**src/rtl/sc_pkg.sv**
```systemverilog
// Shared types and width helpers for the stochastic stream decoder.
package sc_pkg;

  typedef enum logic [1:0] {
    IDLE  = 2'd0,
    ACCUM = 2'd1,
    HOLD  = 2'd2
  } sc_dec_state_t;

  // The ones count can reach exactly 2^width, so it needs one extra bit.
  function automatic int count_w(input int width);
    return width + 1;
  endfunction

  // The bipolar value spans -2^width..+2^width and needs a sign bit on top of that.
  function automatic int bipolar_w(input int width);
    return width + 2;
  endfunction

endpackage

```
**src/rtl/sc_ones_counter.sv**
```systemverilog
// Clearable, enabled counter that adds a 1-bit increment. It is used for both
// the sample count (increment tied high) and the ones count (increment = stream bit).
module sc_ones_counter #(
  parameter int WIDTH = 8
) (
  input  logic             clk,
  input  logic             rst,
  input  logic             clr,
  input  logic             en,
  input  logic             inc,
  output logic [WIDTH:0]   value
);

  // Clearing takes priority over counting. Each enabled cycle adds 0 or 1.
  always_ff @(posedge clk) begin
    if (rst || clr) begin
      value <= '0;
    end else if (en) begin
      value <= value + {{WIDTH{1'b0}}, inc};
    end
  end

endmodule

```
**src/rtl/sc_stream_decoder.sv**
```systemverilog
// Counts the 1s in a window of 2^WIDTH valid stochastic bits. The result is
// presented as a unipolar count and a signed bipolar value, and is handed to
// the host through a valid/ready handshake.
module sc_stream_decoder
  import sc_pkg::*;
#(
  parameter int WIDTH = 8
) (
  input  logic                    clk,
  input  logic                    rst,
  input  logic                    start,
  input  logic                    bit_in,
  input  logic                    bit_valid,
  output logic                    busy,
  output logic                    out_valid,
  input  logic                    out_ready,
  output logic [WIDTH:0]          count,
  output logic signed [WIDTH+1:0] bipolar
);

  localparam int CW = count_w(WIDTH);
  localparam int BW = bipolar_w(WIDTH);
  localparam int N  = 1 << WIDTH;
  localparam logic [CW-1:0] LAST_SAMPLE = CW'(N - 1);
  localparam logic [BW-1:0] N_BW        = BW'(N);

  sc_dec_state_t state, next_state;

  logic [CW-1:0] samples;
  logic [CW-1:0] ones;
  logic [CW-1:0] ones_next;
  logic          clear;
  logic          sample_en;
  logic          last_bit;

  // Computes 2*c - N with modular BW-bit arithmetic. The intermediate 2N
  // wraps to the sign bit, but the subtraction brings the result back into
  // the -N..+N range, which always fits. No saturation is needed.
  function automatic logic signed [BW-1:0] to_bipolar(input logic [CW-1:0] c);
    logic [BW-1:0] twice;
    twice = {c, 1'b0};
    return $signed(twice - N_BW);
  endfunction

  // A new window begins from IDLE on start, or from HOLD when the result is
  // accepted in the same cycle as start (back-to-back windows).
  assign clear     = ((state == IDLE) && start) ||
                     ((state == HOLD) && out_ready && start);
  assign sample_en = (state == ACCUM) && bit_valid;
  assign last_bit  = sample_en && (samples == LAST_SAMPLE);
  assign ones_next = ones + {{WIDTH{1'b0}}, bit_in};

  sc_ones_counter #(.WIDTH(WIDTH)) u_samples (
    .clk   (clk),
    .rst   (rst),
    .clr   (clear),
    .en    (sample_en),
    .inc   (1'b1),
    .value (samples)
  );

  sc_ones_counter #(.WIDTH(WIDTH)) u_ones (
    .clk   (clk),
    .rst   (rst),
    .clr   (clear),
    .en    (sample_en),
    .inc   (bit_in),
    .value (ones)
  );

  // State register.
  always_ff @(posedge clk) begin
    if (rst) begin
      state <= IDLE;
    end else begin
      state <= next_state;
    end
  end

  // Next-state logic. start is only honoured in IDLE, or in HOLD together with out_ready.
  always_comb begin
    next_state = state;
    case (state)
      IDLE:    if (start) next_state = ACCUM;
      ACCUM:   if (last_bit) next_state = HOLD;
      HOLD:    if (out_ready) next_state = start ? ACCUM : IDLE;
      default: next_state = IDLE;
    endcase
  end

  // --- result stage: capture the final ones value on the edge that takes the last bit
  always_ff @(posedge clk) begin
    if (rst) begin
      count   <= '0;
      bipolar <= '0;
    end else if (last_bit) begin
      count   <= ones_next;
      bipolar <= to_bipolar(ones_next);
    end
  end

  assign busy      = (state == ACCUM);
  assign out_valid = (state == HOLD);

endmodule
```
**config.mk**
```make
export PLATFORM = sky130hd
export DESIGN_NAME = sc_stream_decoder
export DESIGN_NICKNAME = d
export VERILOG_FILES = /design/src/rtl/sc_pkg.sv /design/src/rtl/sc_ones_counter.sv /design/src/rtl/sc_stream_decoder.sv
export SDC_FILE = /design/constraint.sdc
export NUM_CORES = 1
export LEC_CHECK = 0
export ABC_AREA = 1
export CAP_MARGIN = 10
export CORE_UTILIZATION = 43
export DETAILED_ROUTE_END_ITERATION = 10
export GPL_TIMING_DRIVEN = 0
export HOLD_SLACK_MARGIN = 0.05
export PLACE_DENSITY = 0.67
export SYNTH_ARGS = -nofsm -noshare
export SYNTH_HDL_FRONTEND = slang
export SYNTH_SLANG_ARGS = --single-unit
```
**constraint.sdc**
```tcl
create_clock -name clk -period 1.8 [get_ports clk]
set_clock_uncertainty 0.1 [all_clocks]
set_input_delay 0.36 -clock clk [delete_from_list [all_inputs] [get_ports clk]]
set_output_delay 0.36 -clock clk [all_outputs]
set_load 0.01 [all_outputs]
```
==> impl_metrics.ini <==
[synthesis]
synth_area_leader_cell = dfxtp_1
syn_area_um2 = 1530
synthFlopType = dfxtp_1
syn_inst = 202
avgSynthCellArea_um2 = 7.56
synth_fa_ha_area_share_pct = 3.28
synth_edf_count = 0
yosysMostFrequentCell = nand2_1
ys_warn_count = 0
yosys.area_share.simple_pct = 21.9
syn_nets = 212
synth_commonest_cells = nand2_1 (37), inv_1 (32), dfxtp_1 (31)
yosys.cell_types.count = 30
synth-xor-area-share_pct = 3.44
synth-seq-cells = 31
synth_top_family_by_area = simple AND/OR/NAND/NOR gates
synth_top_area_share_pct = 40.6
ys_seq_area_share_pct = 40.6
muxShareOfSynthArea_pct = 0
yosys-top-cells-area = dfxtp_1 (41%), nand2_1 (9.1%), inv_1 (7.9%), a21oi_1 (6.6%), buf_4 (4.4%)
synth_compound_area_share_pct = 16.3
synth-async-reset-ratio_pct = 0

[final_layout]
area.growth.synth_to_final_pct = 33.1
antenna_cells = 0
layout-drive-gt1-share_pct = 25.6
nNetsFinal = 247

[cts]
hold_buffers = 0
clkTransAtPathRegs_ps = 100
cts_tree = done
cts_made_buffers = 5
clk_path_buf_depth = 2
clk_latency_ps = 350
clockRootBuffer = clkbuf_4
clkSinkCount = 31
htreeDepth = 2

[floorplan]
start_util_pct = 45.4
core_area_um2 = 3360
ioPinCount = 27
die_height_um = 61.6
die_x_um = 61.6
row_count = 21
die_area_um2 = 3800

[worst_setup_path]
critical_path.endpoint = count[8]
cp_max_fo = 8
worst_ep_arrival_time_ps = 1940
startpoint_type = register
r2r.worst_path.cells = 14
timing.rr.end = count[8]
crit_type = reg2reg
reg2reg_from = u_samples.value[3]
required_ps = 1950
end_kind = register
crit_start = u_samples.value[3]
rrSetupSlack_ps = 9

[timing]
fmax_mhz = 558
whs_ps = 372
period_share_pct = 99.5
slew_violations = 0
final-setup-viol-count = 0
setup_tns_ps = 0
final-hold-violation-count = 0
period_needed_ps = 1790
final.setup.worst_slack_ps = 9.09
rsz0062_at_grt = yes

[placed_design]
gp_congestion = 0.839
portBuffers = 25
hpwl_um = 2080
post-place-ws_ps = -384

[detailed_routing]
totalWireLength_um = 3040
detail-route-antenna-nets = 0
vias_per_cell = 4.65
drt_iter0_markers = 67
routedWlPerCell_um = 10.7
drt-pass1-iter-count = 4
drc = 0
vias = 1322

[grt]
grt_pass1_wl_um = 4890
grt_pass1_vias = 1107
antenna_found_initial = 0
grt.total_usage_pct = 18.4
grt_max_degree = 11
grt-ovfl-total = 0

[power]
ir_drop_mv = 0.387
cellPowerDensity_nw_per_um2 = 683
p_leak_nw = 0.979
p_total_w = 0.00139

[run]
max_cap_violations = 0

[worst_hold_path]
min_path_type = reg2reg

[run_status]
status = completed
-- where the power goes --
group / internal, W / total, W / switching (W)
combinational: 0.0000380 / 0.0000958 / 0.0000578
clock: 0.000328 / 0.000584 / 0.000256
sequential: 0.000697 / 0.000708 / 0.0000114
-- registers in the layout, summed over array words and instances, names as in the netlist --
name,cells
count,9
u_ones.value,9
u_samples.value,9
bipolar,2
state,2
-- layout make-up --
| cell class | count | area (µm²) |
|---|---|---|
| clock inverters | 2 | 35.0 |
| repair buffers | 28 | 298 |
| fillers | 325 | 1330 |
| flip-flops and latches | 31 | 637 |
| inverters | 35 | 136 |
| clock buffers | 6 | 51.3 |
| well taps | 46 | 57.6 |
| multi-input cells | 125 | 731 |
| plain buffers | 11 | 87.6 |
-- what timing repair did --
item                       in CTS  in global routing
pin swaps                       1                  9
buffers inserted                1                  1
cloned                          1                  0
gates resized for setup        16                 25
setup endpoints to repair      18                 20
-- logic make-up (layout without fill, tap and decap cells) --
family / Yosys count / in the layout
buffers and inverters: 46 / 82
AOI/OAI and AO/OA: 45 / 45
and+or+nand+nor: 69 / 69
other: 1 / 1
adders and majority gates: 4 / 4
xor gates and xnor gates: 6 / 6
DFF: 31 / 31
-- worst min-delay path by stage --
stage          slack (ps)  cells past startpoint               start                 end
3_5_place_dp          360                      2  u_samples.value[7]  u_samples.value[7]
5_1_grt               400                      2     u_ones.value[0]     u_ones.value[0]
6_report              370                      2  u_samples.value[7]  u_samples.value[7]
4_1_cts               370                      2            count[2]            count[2]
2_1_floorplan         320                      1                 rst          bipolar[9]
3_3_place_gp          350                      2  u_samples.value[7]  u_samples.value[7]
-- layout by cell type, fill, tap and decap left out, types with 2 or more instances in the layout --
master	n
o211ai_1	4
ha_1	2
clkbuf_4	5
a21oi_2	2
o21a_1	2
nor3_1	2
inv_1	27
dfxtp_1	20
buf_4	10
clkdlybuf4s50_1	16
a21oi_1	19
inv_4	2
o21ai_1	5
inv_2	6
o21ai_0	11
nor2_2	5
dlygate4sd2_1	2
nor2_1	9
dfxtp_2	10
xor2_1	6
nand2_2	3
buf_2	2
nor3_2	2
nand3_2	3
nand2_1	34
nand3_1	5
o21bai_1	2
dlymetal6s2s_1	7
-- critical path, stage by stage, from the launching register on --
cell and delay [ps]:
dfxtp_2 370, nand2_2 70, inv_2 50, nand4_1 110, inv_2 90, nand2_2 50, nor2_2 110, ha_2 170
inv_2 40, nor2_4 120, buf_12 140, buf_8 110, nand2_2 40, o211ai_1 70, inv_1 50
-- routing by layer --
metal / up-vias / routed length (µm) / track usage, %
met5: - / 0 / 0
met4: 0 / 80 / 11.4
met3: 8 / 147 / 4.62
met2: 26 / 1280 / 28.0
met1: 578 / 1540 / 23.3
li1: 710 / - / -
-- metrics by stage --
stage	instances	area, µm²	utilization, %
3_5_place_dp	273	1840	54.6
4_1_cts	283	1950	58.0
2_1_floorplan	202	1530	-
5_1_grt	284	2030	60.5
3_3_place_gp	273	1840	54.6
6_report	284	2030	60.5
No activity file was read; power rests on OpenSTA's default activity.
==> variant: new RTL, config.mk and constraints unchanged <==
Register the output `count` once more, cleared by the reset; this adds one clock of latency there. The other outputs are not delayed to match.
--- a/src/rtl/sc_stream_decoder.sv
+++ b/src/rtl/sc_stream_decoder.sv
@@ -24,4 +24,6 @@
   localparam logic [CW-1:0] LAST_SAMPLE = CW'(N - 1);
   localparam logic [BW-1:0] N_BW        = BW'(N);
+
+  logic [WIDTH:0] count_s0;
 
   sc_dec_state_t state, next_state;
@@ -92,8 +94,8 @@
   always_ff @(posedge clk) begin
     if (rst) begin
-      count   <= '0;
+      count_s0 <= '0;
       bipolar <= '0;
     end else if (last_bit) begin
-      count   <= ones_next;
+      count_s0 <= ones_next;
       bipolar <= to_bipolar(ones_next);
     end
@@ -103,3 +105,11 @@
   assign out_valid = (state == HOLD);
 
+  always_ff @(posedge clk) begin
+    if (rst) begin
+      count <= '0;
+    end else begin
+      count <= count_s0;
+    end
+  end
+
 endmodule
Formal check against the unedited RTL: no difference found for any inputs over 10 cycles, from zero or initial values and one cycle with rst high; that may be too few to reach the edited logic, so the function may still have changed.
==> variant against the original RTL <==
  * Routed wire length rose by 10%
  * Global-route usage shrank 1.2 points
  * Utilization is 1.2 points lower
  * Via count up 11%
  * Fmax rose by 3.3%
  * Synthesized area grew 15%
  * Design area is 11% higher
  * Sequential cell count grew 9
  * Total power is 16% higher
  * Setup slack improved by 0.058 ns
  * Critical path type is now register to output pin
  * Critical path depth is 12 lower
  * Register-to-register slack gained 0.10 ns
  * Count of clock-buffer cells in the layout up 1
==> variant: results (changes against the original RTL) <==
finish:
  multi_input_area_um2: 767  # +5.0%
  nFillCells: 368  # +13%
  layout.nets: 280  # +13%
  drive_above_1_share_pct: 17.0  # -8.7 points
worst_setup_path:
  cp_max_fo: 3  # -5
  slowest_delay_ns: 0.52  # +0.15 ns
  crit_path_top_delay_cell: "clkdlybuf4s50_1"
  critPathLaunch: "count_s0[2]"
  r2r_start: "u_samples.value[0]"
  critical_path.top_delay_family: "buffers and inverters"
  r2r_cells: 10  # -4
  cp_data_arrival_time_ns: 1.27  # -0.67 ns
route:
  wl_met1_um: 1720  # +12%
  wl_met2_um: 1440  # +13%
  drtIter0Drc: 42  # -37%
  dr_wl_met3_um: 127  # -14%
place:
  gp_congestion: 0.826  # -1.5%
  placed_area_mm2: 0.00206  # +12%
  port-buffer-count: 24  # -4.0%
  hpwl_um: 2330  # +12%
  post-place-ws_ns: -0.330  # +0.0543 ns
clocking:
  clk_latency_ns: 0.30  # -0.05 ns
  clk_pin_slew_ns: 0.07  # -0.03 ns
  root_buffer: "clkbuf_8"
synth:
  synth_fp_nets: 245  # +16%
  synth-seq-area-share_pct: 45.4  # +4.8 points
  yosys-top-cells-area: "dfxtp_1 45%, nand2_1 10%, inv_1 7.4%"
power_and_ir_drop:
  power.share.switching_pct: 23.4  # -0.061 points
  p_leak_nw: 1.00  # +2.2%
  comb_power_share_pct: 5.7  # -1.2 points
global_routing:
  track_usage_pct: 17.2  # -1.2 points
  grt_pass1_vias: 1270  # +15%
  grt_max_degree: 13  # +2
status:
  outcome: "completed"
hold_path:
  min_from: "rst"
==> variant: final timing paths <==
check	to
min	state[0]
max reg2reg	bipolar[8]
min reg2reg	count[7]
max	bipolar[3]
==> variant: cell families (layout without fill, tap and decap cells) <==
group | after synthesis | in the layout | share of synthesized area (%)
AOI/OAI and AO/OA | 41 | 41 | 12.5
xor gates and xnor gates | 6 | 6 | 2.98
adders and majority gates | 4 | 4 | 2.84
other | 1 | 1 | 0.213
buffers and inverters | 53 | 89 | 14.0
and+or+nand+nor | 90 | 90 | 22.1
DFF | 40 | 40 | 45.4
==> variant: through the flow <==
| step | hold WS [ns] | power (W) | cells |
|---|---|---|---|
| floorplan | 0.300 | 0.000983 | 235 |
| detailed placement | 0.310 | 0.00101 | 307 |
| global placement | 0.310 | 0.00101 | 307 |
| CTS | 0.239 | 0.00164 | 315 |
| global route | 0.278 | 0.00167 | 319 |
| finish | 0.245 | 0.00162 | 319 |
==> variant: what timing repair did <==
action / CTS / global route
pin swaps: 0 / 5
cloned: 0 / 1
gates resized for setup: 4 / 19
setup endpoints to repair: 5 / 16
buffers inserted: 0 / 3
==> variant: metal layers <==
layer  up-vias  global-route usage (%)
met4         0                    7.18
met2        26                    25.3
met1       647                    23.3
met5         -                       0
li1        790                       -
met3         5                    5.17
==> variant: layout make-up <==
| class | instances | share of cell area (%) |
|---|---|---|
| plain buffers | 15 | 4.56 |
| clock buffers | 7 | 3.84 |
| clock inverters | 1 | 0.334 |
| inverters | 38 | 6.56 |
| multi-input cells | 142 | 34.1 |
| flip-flops and latches | 40 | 35.9 |
| well taps | 48 | 2.67 |
| repair buffers | 28 | 12.0 |
